<file path="src/rtl/mux_pkg.sv">
// mux_pkg: shared constants and pointer-wrap helper for the round-robin mux.
package mux_pkg;
  localparam int DEF_WIDTH = 64;
  localparam int MAX_N = 16;
  function automatic int unsigned next_ptr(input int unsigned g, input int unsigned n);
    return (g + 1) % n;
  endfunction
endpackage

</file>
<file path="src/rtl/rr_mux_n_if.sv">
// rr_mux_n_if: request side and output side handshake bundle of rr_mux_n.
interface rr_mux_n_if import mux_pkg::*; #(
  parameter int WIDTH = DEF_WIDTH,
  parameter int N = 4
);
  localparam int SELW = $clog2(N);
  logic [N*WIDTH-1:0] in_data;
  logic [N-1:0] in_valid;
  logic [N-1:0] in_ready;
  logic [WIDTH-1:0] out_data;
  logic [SELW-1:0] out_sel;
  logic out_valid;
  logic out_ready;
  modport master (output in_data, in_valid, out_ready, input in_ready, out_data, out_sel, out_valid);
  modport slave (input in_data, in_valid, out_ready, output in_ready, out_data, out_sel, out_valid);
endinterface

</file>
<file path="src/rtl/rr_arbiter.sv">
// rr_arbiter: combinational round-robin grant, first requester at or after ptr wins.
module rr_arbiter #(
  parameter int N = 4,
  parameter int SELW = $clog2(N)
) (
  input  logic [N-1:0]    req,
  input  logic [SELW-1:0] ptr,
  input  logic            enable,
  output logic [N-1:0]    grant,
  output logic [SELW-1:0] grant_idx
);
  logic hit_hi, hit_lo;
  logic [SELW-1:0] idx_hi, idx_lo;
  // Descending scan leaves the lowest requester overall and the lowest at/after ptr.
  always_comb begin
    hit_hi = 1'b0;
    hit_lo = 1'b0;
    idx_hi = '0;
    idx_lo = '0;
    for (int i = N - 1; i >= 0; i--) begin
      if (req[i]) begin
        hit_lo = 1'b1;
        idx_lo = SELW'(i);
        if (i >= int'(ptr)) begin
          hit_hi = 1'b1;
          idx_hi = SELW'(i);
        end
      end
    end
  end
  assign grant_idx = hit_hi ? idx_hi : idx_lo;
  assign grant = (enable && hit_lo) ? N'(1) << grant_idx : '0;
endmodule

</file>
<file path="src/rtl/rr_mux_n.sv">
// rr_mux_n: N-channel round-robin arbitrating mux with a registered output stage.
// Define RR_MUX_SKID_EN to add a one-entry skid register that removes the out_ready->in_ready path.
module rr_mux_n import mux_pkg::*; #(
  parameter int WIDTH = DEF_WIDTH,
  parameter int N = 4,
  localparam int SELW = $clog2(N)
) (
  input logic clk,
  input logic reset,
  rr_mux_n_if.slave bus
);
  logic [SELW-1:0] ptr, grant_idx, sel_q;
  logic [N-1:0] grant;
  logic [WIDTH-1:0] sel_data, data_q;
  logic valid_q, enable, accept, drain;
  if (N < 2 || N > MAX_N) begin : g_bad_n
    $error("rr_mux_n: N must be in 2..%0d", MAX_N);
  end
  rr_arbiter #(.N(N), .SELW(SELW)) u_arb (
    .req(bus.in_valid),
    .ptr(ptr),
    .enable(enable),
    .grant(grant),
    .grant_idx(grant_idx)
  );
  always_comb begin
    sel_data = '0;
    for (int i = 0; i < N; i++) sel_data = sel_data | (bus.in_data[i*WIDTH +: WIDTH] & {WIDTH{grant[i]}});
  end
  assign accept = |grant;
  assign drain = valid_q && bus.out_ready;
`ifdef RR_MUX_SKID_EN
  logic skid_full;
  logic [WIDTH-1:0] skid_data;
  logic [SELW-1:0] skid_sel;
  assign enable = !reset && !skid_full;
  // A full skid blocks new accepts, so it only ever has to move forward.
  always_ff @(posedge clk) begin
    if (reset) begin
      valid_q <= 1'b0;
      data_q <= '0;
      sel_q <= '0;
      skid_full <= 1'b0;
      skid_data <= '0;
      skid_sel <= '0;
    end else if (skid_full) begin
      if (drain) begin
        data_q <= skid_data;
        sel_q <= skid_sel;
        skid_full <= 1'b0;
      end
    end else if (accept) begin
      if (!valid_q || drain) begin
        data_q <= sel_data;
        sel_q <= grant_idx;
        valid_q <= 1'b1;
      end else begin
        skid_data <= sel_data;
        skid_sel <= grant_idx;
        skid_full <= 1'b1;
      end
    end else if (drain) valid_q <= 1'b0;
  end
`else
  assign enable = !reset && (!valid_q || bus.out_ready);
  always_ff @(posedge clk) begin
    if (reset) begin
      valid_q <= 1'b0;
      data_q <= '0;
      sel_q <= '0;
    end else if (accept) begin
      data_q <= sel_data;
      sel_q <= grant_idx;
      valid_q <= 1'b1;
    end else if (drain) valid_q <= 1'b0;
  end
`endif
  always_ff @(posedge clk) ptr <= reset ? '0 : accept ? SELW'(next_ptr(32'(grant_idx), N)) : ptr;
  assign bus.in_ready = grant;
  assign bus.out_data = data_q;
  assign bus.out_sel = sel_q;
  assign bus.out_valid = valid_q;
endmodule
</file>
<file path="src/flat_wrapper.sv">
// flat-port wrapper written by rule: the top's interface ports become plain ports
module rr_mux_n_flat import mux_pkg::*;
#(
  parameter int WIDTH = DEF_WIDTH,
  parameter int N = 4,
  localparam int SELW = $clog2(N)
)
  (clk, reset, bus_in_data, bus_in_valid, bus_out_ready, bus_in_ready, bus_out_data, bus_out_sel, bus_out_valid);
  rr_mux_n_if #(.WIDTH(WIDTH), .N(N)) bus_i ();
  input logic clk;
  input logic reset;
  input wire logic [$bits(bus_i.in_data)-1:0] bus_in_data;
  input wire logic [$bits(bus_i.in_valid)-1:0] bus_in_valid;
  input wire logic [$bits(bus_i.out_ready)-1:0] bus_out_ready;
  output wire logic [$bits(bus_i.in_ready)-1:0] bus_in_ready;
  output wire logic [$bits(bus_i.out_data)-1:0] bus_out_data;
  output wire logic [$bits(bus_i.out_sel)-1:0] bus_out_sel;
  output wire logic [$bits(bus_i.out_valid)-1:0] bus_out_valid;
  assign bus_i.in_data = bus_in_data;
  assign bus_i.in_valid = bus_in_valid;
  assign bus_i.out_ready = bus_out_ready;
  assign bus_in_ready = bus_i.in_ready;
  assign bus_out_data = bus_i.out_data;
  assign bus_out_sel = bus_i.out_sel;
  assign bus_out_valid = bus_i.out_valid;
  rr_mux_n #(.WIDTH(WIDTH), .N(N)) u_core (.clk(clk), .reset(reset), .bus(bus_i));
endmodule
</file>
<file path="config.mk">
export PLATFORM = sky130hd
export DESIGN_NAME = rr_mux_n_flat
export DESIGN_NICKNAME = d
export VERILOG_FILES = /design/src/rtl/mux_pkg.sv /design/src/rtl/rr_mux_n_if.sv /design/src/rtl/rr_arbiter.sv /design/src/rtl/rr_mux_n.sv /design/src/flat_wrapper.sv
export SDC_FILE = /design/constraint.sdc
export NUM_CORES = 1
export LEC_CHECK = 0
export CAP_MARGIN = 20
export CORE_AREA = 2 2 130 132
export DETAILED_ROUTE_END_ITERATION = 10
export DIE_AREA = 0 0 132 134
export HOLD_SLACK_MARGIN = 0.05
export PLACE_DENSITY = 0.69
export SLEW_MARGIN = 10
export SYNTH_ARGS = -nofsm -noshare
export SYNTH_HDL_FRONTEND = slang
export SYNTH_SLANG_ARGS = --single-unit
</file>
<file path="constraint.sdc">
create_clock -name clk -period 2.37 [get_ports clk]
set_input_delay 0.474 -clock clk [delete_from_list [all_inputs] [get_ports clk]]
set_output_delay 0.474 -clock clk [all_outputs]
set_load 0.1 [all_outputs]
</file>
# Word level (Yosys, flattened, before mapping)
# Cells that the tools add are included.
# word_totals
out_inout_bits	71
ff_bits	69
# classes
reduce_logical	8
order_cmp	3
n_shift	1
n_bitwise	7
mux	24
n_addsub	1
# op_table
op	count
$and 64x64->64	4
$or 64x64->64	3
$mux 2	11
$mux 1	12
$ge 1x2->1 const A	2
$mux 4	1
$reduce_or 4->1	1
$shl 1x2->4 const A	1
$logic_and 1x1->1	3
$add 2x1->2 const B	1
$ge 2x2->1 const A	1
$logic_not 1->1	2
$reduce_bool 2->1	1
$logic_or 1x1->1	1

# Longest topological paths before layout
# Gate-level depths: netlist of the first run.
# depth
depth_word	14
depth_mapped	12

# Modules after synthesis
# A second synthesis of the first run with hierarchy kept.
# unflattened
hier_cells	410
area_unflattened_um2	3614.7
# modules_own_cells
mod	instances	cells_each	area_per_inst_um2
rr_mux_n	1	392	3483.3
rr_arbiter	1	18	131.4

# Worst setup path before layout of the first run
# No wires, ideal clock.
# synth_timing
path_type	flip-flop to output port
start	reg u_core.ptr[1]
end	out bus_in_ready[1]
path_stages_with_launch	9
arrival_ns	2.605
setup_slack_ns	-0.709
path_cell_list	dfxtp_1 -> clkbuf_1 -> mux2i_1 -> nor2_1 -> nor3_1 -> ha_1 -> clkbuf_1 -> clkbuf_1 -> and2_1
# synth_between
elab_chain_cells	10
word_cells_on_any_way	18
cone_classes	order compare: 3; shift: 1; mux: 14
# synth_lines
element	line	text
start, declared	rr_mux_n.sv:12	logic [SELW-1:0] ptr, grant_idx, sel_q;
start signal, assigned	rr_mux_n.sv:78	always_ff @(posedge clk) ptr <= reset ? '0 : accept ? SELW'(next_ptr(32'(grant_idx), N)) : ptr;
$ge 2x2->1	rr_arbiter.sv:24	if (i >= int'(ptr)) begin
$mux 2 / $mux 1 (equally long branches)	rr_arbiter.sv:24	
$mux 2 / $mux 1 (equally long branches)	rr_arbiter.sv:21	if (req[i]) begin
$mux 2 / $mux 1 (equally long branches)	rr_arbiter.sv:24	
$mux 2 / $mux 1 (equally long branches)	rr_arbiter.sv:21	
$mux 2 / $mux 1 (equally long branches)	rr_arbiter.sv:24	
$mux 2 / $mux 1 (equally long branches)	rr_arbiter.sv:21	
$mux 2 (*)	rr_arbiter.sv:31	assign grant_idx = hit_hi ? idx_hi : idx_lo;
net u_core.grant_idx[0]	rr_mux_n.sv:12	
$shl 1x2->4 (*)	rr_arbiter.sv:32	assign grant = (enable && hit_lo) ? N'(1) << grant_idx : '0;
$mux 4 (*)	rr_arbiter.sv:32	
end, declared	flat_wrapper.sv:15	output wire logic [$bits(bus_i.in_ready)-1:0] bus_in_ready;
# The timed path passes the listed nets; every way through them passes the cells marked *.

# Final worst setup path of the first run
# layout_timing
start	in bus_in_valid[2]
end	out bus_in_ready[1]
# layout_between
elab_chain_cells	8
word_cells_on_any_way	20
cone_classes	shift: 1; mux: 18; reduce/logical: 1
# layout_lines
element	line	text
start, declared	flat_wrapper.sv:13	input wire logic [$bits(bus_i.in_valid)-1:0] bus_in_valid;
$mux 2 / $mux 1 (equally long branches)	rr_arbiter.sv:21	
$mux 2 / $mux 1 (equally long branches)	rr_arbiter.sv:24	
$mux 2 / $mux 1 (equally long branches)	rr_arbiter.sv:21	
$mux 2 / $mux 1 (equally long branches)	rr_arbiter.sv:24	
$mux 2 / $mux 1 (equally long branches)	rr_arbiter.sv:21	
$mux 2 (*)	rr_arbiter.sv:31	
net u_core.grant_idx[0]	rr_mux_n.sv:12	
$shl 1x2->4 (*)	rr_arbiter.sv:32	
$mux 4 (*)	rr_arbiter.sv:32	
# Marks and branches as above.

==> implementation parameters, run 1 <==
Parameter                              Value

Status
  Outcome    complete, but fails checks
  Violations in the final reports    setup timing

Route
  Routed wire length    roughly 18000 um
  Drt initial violations    between 150 and 200
  Routed via count divided by cell count    4.923
  Number of routed nets with antenna violations    0
  Routed wire length per instance    about 18 um
  Number of search-and-repair iterations in the first detailed-routing pass    4
  Post-route DRC    0
  Number of vias after detailed routing    5125

Pwr
  PD cells    792.9 mW/mm2
  Switching Power    a little under 0.003 W
  Leakage    3.353 nW
  Comb power frac    0.586
  Clock group share of total power    0.191
  Register share of total power    0.223
  Peak supply drop    314.3 uV
  Sw Ratio    0.4519
  Internal Dissipation    roughly 0.0035 W
  Power consumption    between 0.006 and 0.007 W

Yosys
  List of most frequent post-synthesis cells    a22oi_1, dfxtp_1, nand2_1, nor2_1, clkbuf_1
  Total of warnings raised by yosys    0
  Portion of the post-synthesis area used by sequential elements    0.3556
  Most used flip-flop cell after synthesis    dfxtp_1
  Portion of synthesized cell area occupied by the leading cell type    0.3556
  Cells after Synth    479
  Number of distinct library cells after synthesis    29
  Library cell with the highest instance count after synthesis    a22oi_1
  Dominant cell type by area after synthesis    dfxtp_1
  Number of synthesized flops with an enable pin    0
  Post-Syn Area    0.003885 mm2
  Register bit total from synthesis    69
  Avg Inst Size Synth    8.111 um2
  Cells taking the most area after synthesis    dfxtp_1, a22oi_1, nand2_1
  Number of nets in the synthesized netlist    746
  Share of async-settable or async-resettable flops after synthesis    0

CTS
  Insertion delay to the later sink of the worst-skew pair    330 ps
  Clock Tree Root    clkbuf_16
  Clk buf depth    2
  CTS HTree Levels    3
  CTS Buf Count    9
  Clock tree from TritonCTS    built
  Post-CTS clock slew at the launch and capture registers of the worst setup and hold paths    approximately 50 ps
  Total number of clock tree sinks    69

Floorplan
  Placeable core area    0.01629 mm2
  Total number of placement rows    47
  Area of the die    ~0.018 mm2
  Number of top-level pins    about 330
  Starting density of the core    0.2385
  Die span in y    134 um
  Chip Width    132 um

GRT
  Largest net degree at the start of global routing    68
  Number of global-route vias before repair    approximately 5.3k
  First-pass GRT wire length    28080 um
  Number of antenna violations at the first check in global routing    0
  Total congestion overflow    0
  GRT Resource Usage Total    0.1983

Hold path
  Hold depth    2
  Hold-critical path endpoint    u_core.bus.out_sel[1]$_SDFFE_PP0P_
  Hold WC Path Type    register to register
  Start point of the worst min-delay path    u_core.bus.out_sel[1]$_SDFFE_PP0P_

Setup path
  Family of cells with the greatest summed delay on the critical path    buffers and inverters
  Chain of cells forming the critical path    dlygate4sd2_1 -> mux2i_1 -> nor2_1 -> nor3_2 -> buf_4 -> buf_6 -> ha_4 -> buf_6 -> and2_4 -> buf_12
  Critical path's most frequent cell    buf_6
  Data arrival time of the critical path    2020 ps
  Internal reg-to-reg setup slack    -100 ps
  Register-to-Register Path Depth    11
  Worst Path Required    1900 ps
  Master of the slowest instance on the critical path    dlygate4sd2_1
  Delay of the slowest critical-path stage    270 ps
  Critical path launch point type    input port
  Worst R2R End    u_core.bus.out_sel[0]$_SDFFE_PP0P_
  Setup crit end kind    primary output
  Number of buffer and inverter instances along the worst setup path    5
  Start of the worst register-to-register path    u_core.ptr[1]$_SDFFE_PP0P_
  Worst setup path category    input port to primary output
  CP max FO    4

Cells and area
  Diodes inserted    0
  Share of the core filled with cells in the final layout    0.4985
  Layout-stage area growth over the synthesis result    109.0%
  Share of cells above drive strength 1    0.2107
  Number of nets in the layout    between 1k and 1.5k
  Filler instances    1571
  Post-route insts no fill    1041

Timing
  Pins over their slew limit    0
  Worst Tran Pin Value    740.1 ps
  Worst setup slack after layout    -126.3 ps
  Final period utilization    1.053
  Setup total negative slack    -5072 ps
  Worst setup skew after layout    7.918 ps
  Setup repair after global routing missed its margin    true
  Worst hold slack after final layout    466.6 ps
  Final Setup Violations    a little over 70
  Minimum period implied by the final worst setup slack    2496 ps
  Final-report hold violation count    0
  Worst slew margin relative to its limit    0.5066
  Fmax    about 400 MHz

Place
  Number of placed instances with taps included    roughly 1k
  Count of input and output buffers    about 330
  Half-perimeter wire length after placement    around 13000 um
  RD Place Congestion    0.7800

Job
  Number of maximum-capacitance constraint violations    0
## worst reg2reg max path, stage by stage, from the launching register on
cell	delay, ps
dfxtp_4	360
mux2i_1	190
nor2_1	90
nor3_2	250
inv_2	100
ha_4	190
or4_4	570
nand4_4	140
buf_12	140
buf_6	90
nor4_2	40
a31o_2	200
## kinds of logic after synthesis
| group | share of synthesized area |
|---|---|
| AO/OA/AOI/OAI | 0.4106 |
| adder cells (fa/ha/maj) | 0.01288 |
| buffers and inverters | 0.06537 |
| flip-flops | 0.3556 |
| multiplexers | 0.002577 |
| AND/OR/NAND/NOR | 0.1530 |
## power by group through the flow
stage	registers [W]	logic [W]	clock network (W)
after global placement	0.00145	0.00341	0
after CTS	0.00144	0.00370	0.00127
after global routing	0.00146	0.00399	0.00133
final	0.00143	0.00377	0.00123
after floorplan	0.00261	0.00113	0
after detailed placement	0.00146	0.00343	0
## layer usage
metal	track usage	wire, um	vias to the layer above
met3	0.06085	1514	25
li1	-	-	2487
met2	0.3588	9145	251
met5	0	0	-
met4	0.05072	309	0
met1	0.2272	7271	2362
## how the worst max path moves through the flow
stage | startpoint | endpoint | slack [ps] | cells past startpoint
global route | u_core.ptr[1]$_SDFFE_PP0P_ | bus_in_ready[1] | -170 | 9
floorplan | u_core.ptr[1]$_SDFFE_PP0P_ | bus_in_ready[2] | -20 | 9
CTS | u_core.ptr[1]$_SDFFE_PP0P_ | bus_in_ready[1] | -120 | 9
detailed placement | bus_in_valid[0] | u_core.bus.out_data[15]$_SDFFE_PP0P_ | -630 | 11
finish | bus_in_valid[2] | bus_in_ready[1] | -130 | 10
global placement | bus_in_valid[0] | u_core.bus.out_data[15]$_SDFFE_PP0P_ | -580 | 11
## layout make-up
cell class / count / area, um2 / area share
clock buffers: 12 / 256.5 / 0.03159
clock inverters: 2 / 10.01 / 0.001233
inverters: 4 / 15.01 / 0.001849
multi-input cells: 354 / 2355 / 0.2900
flip-flops and latches: 69 / 1386 / 0.1707
well taps: 220 / 275.3 / 0.03390
repair buffers: 380 / 3822 / 0.4707
## sequential cells by signal (all words and copies together), names as in the netlist
name / flops
u_core.ptr: 2
u_core.bus.out_data: 64
u_core.bus.out_sel: 2
u_core.bus.out_valid: 1
## through the flow
stage               worst slack (ps)  area (um2)
floorplan                     -20.53        3923
global placement              -582.9        7430
detailed placement            -629.1        7430
CTS                           -122.9        8019
global route                  -167.1        8120
finish                        -126.3        8120
## layout by cell type, fill, tap and decap left out, drive strengths merged
cell type,synthesis,routed
and3,1,1
inv,4,4
nor2,66,66
nor3,1,1
nand2b,2,2
a211oi,1,1
clkdlybuf4s50,0,257
dlygate4sd2,0,2
bufbuf,0,2
nand4,1,1
clkinv,0,2
o22ai,1,1
o21a,1,1
a21oi,5,5
a22oi,192,192
ha,4,4
clkdlybuf4s15,0,1
o221ai,1,1
clkbuf,29,15
nor4,1,1
and2,4,4
nand2,67,67
dfxtp,69,69
o211a,1,1
buf,23,115
a31o,1,1
and4,1,1
or4,2,2
mux2i,1,1
## what timing repair did
item	CTS	global route
endpoints found under the setup margin	73	73
resized for setup	35	4
cloned	4	2
setup buffers	11	3
pin swaps	13	4
hold buffers	0	0
Note: power is estimated with default switching activity, not from simulation.
==> run 2: changes to the inputs <==
Settings changed: CAP_MARGIN 20 to default, RECOVER_POWER from default to 100.
==> implementation parameters, run 2 (synthesis results as in run 1) <==
Parameter                              Value

GRT
  Number of antenna violations at the first check in global routing    0 (unchanged)
  GRT Resource Usage Total    0.1983 (unchanged)
  First-pass GRT wire length    28080 um (unchanged)
  Total congestion overflow    0 (unchanged)
  Number of global-route vias before repair    5284 (unchanged)
  Largest net degree at the start of global routing    68 (unchanged)

Floorplan
  Die span in y    134 um (unchanged)
  Total number of placement rows    47 (unchanged)
  Placeable core area    0.01629 mm2 (unchanged)
  Starting density of the core    0.2385 (unchanged)
  Area of the die    0.01769 mm2 (unchanged)
  Number of top-level pins    334 (unchanged)
  Chip Width    132 um (unchanged)

Hold path
  Hold depth    2 (unchanged)
  Start point of the worst min-delay path    u_core.bus.out_sel[1]$_SDFFE_PP0P_
  Hold WC Path Type    register to register
  Hold-critical path endpoint    u_core.bus.out_sel[1]$_SDFFE_PP0P_

Pwr
  Leakage    3.117 nW (-7.0%)
  Peak supply drop    311.6 uV (-0.86%)
  Power consumption    0.006300 W (-2.2%)
  PD cells    799.1 mW/mm2 (+0.78%)

Route
  Met3 wire len    1501 um (-0.86%)
  Metal1 wirelength    7241 um (-0.41%)
  Routed via count divided by cell count    4.930 (+0.14%)
  Uppermost routed layer    met4
  Routed wire length    18180 um (-0.36%)
  Post-route DRC    0 (unchanged)
  Total length of routed met2 wires    9102 um (-0.47%)
  Routed wire length per instance    17.46 um (-0.36%)
  Number of routed nets with antenna violations    0 (unchanged)
  Number of search-and-repair iterations in the first detailed-routing pass    4 (unchanged)
  Drt initial violations    207 (+12%)
  Number of vias after detailed routing    5132 (+0.14%)

CTS
  Post-CTS clock slew at the launch and capture registers of the worst setup and hold paths    50 ps (about the same)
  CTS Buf Count    9 (unchanged)
  Hold Buf Count CTS    0 (unchanged)
  Clock tree from TritonCTS    built
  Total number of clock tree sinks    69 (unchanged)
  Clock Tree Root    clkbuf_16
  Insertion delay to the later sink of the worst-skew pair    330 ps (about the same)
  CTS HTree Levels    3 (unchanged)
  Clk buf depth    2 (unchanged)

Timing
  Worst setup slack after layout    -105.4 ps (+20.85 ps)
  Fmax    404.0 MHz (+0.84%)
  Final-report hold violation count    0 (unchanged)
  Final period utilization    1.044 (-0.008799)
  Pins over their slew limit    0 (unchanged)
  Worst hold slack after final layout    468.2 ps (+1.597 ps)
  Final Setup Violations    71 (-1.4%)
  Worst setup skew after layout    7.987 ps (+0.06914 ps)
  Setup repair after global routing missed its margin    true
  Worst slew margin relative to its limit    0.1871 (-0.3196)
  Minimum period implied by the final worst setup slack    2475 ps (-20.85 ps)
  Worst Tran Pin Value    1225 ps (+484.6 ps)

Setup path
  Crit path depth    10 (unchanged)
  Start of the worst register-to-register path    u_core.ptr[1]$_SDFFE_PP0P_
  CP max FO    4 (unchanged)
  Register-to-Register Path Depth    11 (unchanged)
  Data arrival time of the critical path    2000 ps (-20 ps)
  Master of the slowest instance on the critical path    dlygate4sd2_1
  Worst R2R End    u_core.bus.out_sel[0]$_SDFFE_PP0P_
  Worst Path Required    1900 ps (about the same)
  Number of buffer and inverter instances along the worst setup path    5 (unchanged)
  Internal reg-to-reg setup slack    -80 ps (+20 ps)
  Critical path launch point type    input port
  Critical path's most frequent cell    buf_6
  Setup crit end kind    primary output
  Worst setup path category    input port to primary output
  Family of cells with the greatest summed delay on the critical path    buffers and inverters
  Delay of the slowest critical-path stage    270 ps (about the same)
  Chain of cells forming the critical path    dlygate4sd2_1 -> mux2i_1 -> nor2_1 -> nor3_2 -> buf_4 -> buf_6 -> ha_4 -> buf_6 -> and2_4 -> buf_12

Status
  Violations in the final reports    setup timing
  Outcome    complete, but fails checks

Cells and area
  Layout-stage area growth over the synthesis result    102.9%
  Commonest non-fill, non-tap cell in the layout    clkdlybuf4s50_1
  Number of nets in the layout    1085 (unchanged)
  Filler instances    1630 (+3.8%)
  Most used cells in the layout excluding fill and tap cells    clkdlybuf4s50_1, a22oi_1, dfxtp_1
  Diodes inserted    0 (unchanged)
  Share of cells above drive strength 1    0.1437 (-0.06699)
  Largest register FFs    64 (unchanged)

Place
  Count of input and output buffers    333 (unchanged)
  RD Place Congestion    0.7800 (unchanged)
  Half-perimeter wire length after placement    12890 um (unchanged)

Job
  Number of maximum-capacitance constraint violations    0 (unchanged)
run 2: per-stage QoR:
stage	instances	utilization	TNS, ps	area [um2]	setup WS [ps]
5_1_grt	1041	0.4840	-9004	7884	-167.1
4_1_cts	1036	0.4923	-4120	8019	-122.9
3_3_place_gp	1007	0.4561	-39750	7430	-582.9
6_report	1041	0.4840	-3704	7884	-105.4
2_1_floorplan	479	-	-115.0	3923	-20.53
3_5_place_dp	1007	0.4561	-43270	7430	-629.1
run 2: worst max-delay path by stage:
stage | startpoint | endpoint | slack, ps
6_report | bus_in_valid[2] | bus_in_ready[1] | -110
4_1_cts | u_core.ptr[1]$_SDFFE_PP0P_ | bus_in_ready[1] | -120
5_1_grt | u_core.ptr[1]$_SDFFE_PP0P_ | bus_in_ready[1] | -170
2_1_floorplan | u_core.ptr[1]$_SDFFE_PP0P_ | bus_in_ready[2] | -20
3_3_place_gp | bus_in_valid[0] | u_core.bus.out_data[15]$_SDFFE_PP0P_ | -580
3_5_place_dp | bus_in_valid[0] | u_core.bus.out_data[15]$_SDFFE_PP0P_ | -630
run 2: routing by layer:
layer | track usage | up-vias
met2 | 0.3588 | 250
met4 | 0.05072 | 0
met3 | 0.06085 | 27
li1 | - | 2484
met1 | 0.2272 | 2371
met5 | 0 | -
run 2: cell type report:
type	count	area [um2]	area share
multi-input combinational	354	2355	0.2987
inverter	4	15.01	0.001904
timing repair buffer	380	3586	0.4548
sequential	69	1386	0.1758
clock inverter	2	10.01	0.001270
clock buffer	12	256.5	0.03253
tap	220	275.3	0.03492
run 2: worst register-to-register path, delay by kind of cell, from the launching register on:
family / cells / cell delay, ps
flops: 1 / 360
mux: 1 / 190
fa+ha+maj: 1 / 190
compound gates: 1 / 200
buf+inv: 3 / 330
simple gates: 5 / 1080
run 2: what timing repair did:
action                                  CTS  global route
cloned                                    4             2
pin swaps                                13             4
setup buffers                            11             3
gates resized for setup                  35             4
endpoints found under the setup margin   73            73
hold endpoints to repair                  0             0
run 2: power by group:
group	internal [W]	switching (W)	leakage, nW
registers	0.00133	0.0000970	0.568
clock network	0.000750	0.000483	0.134
logic	0.00131	0.00232	2.41
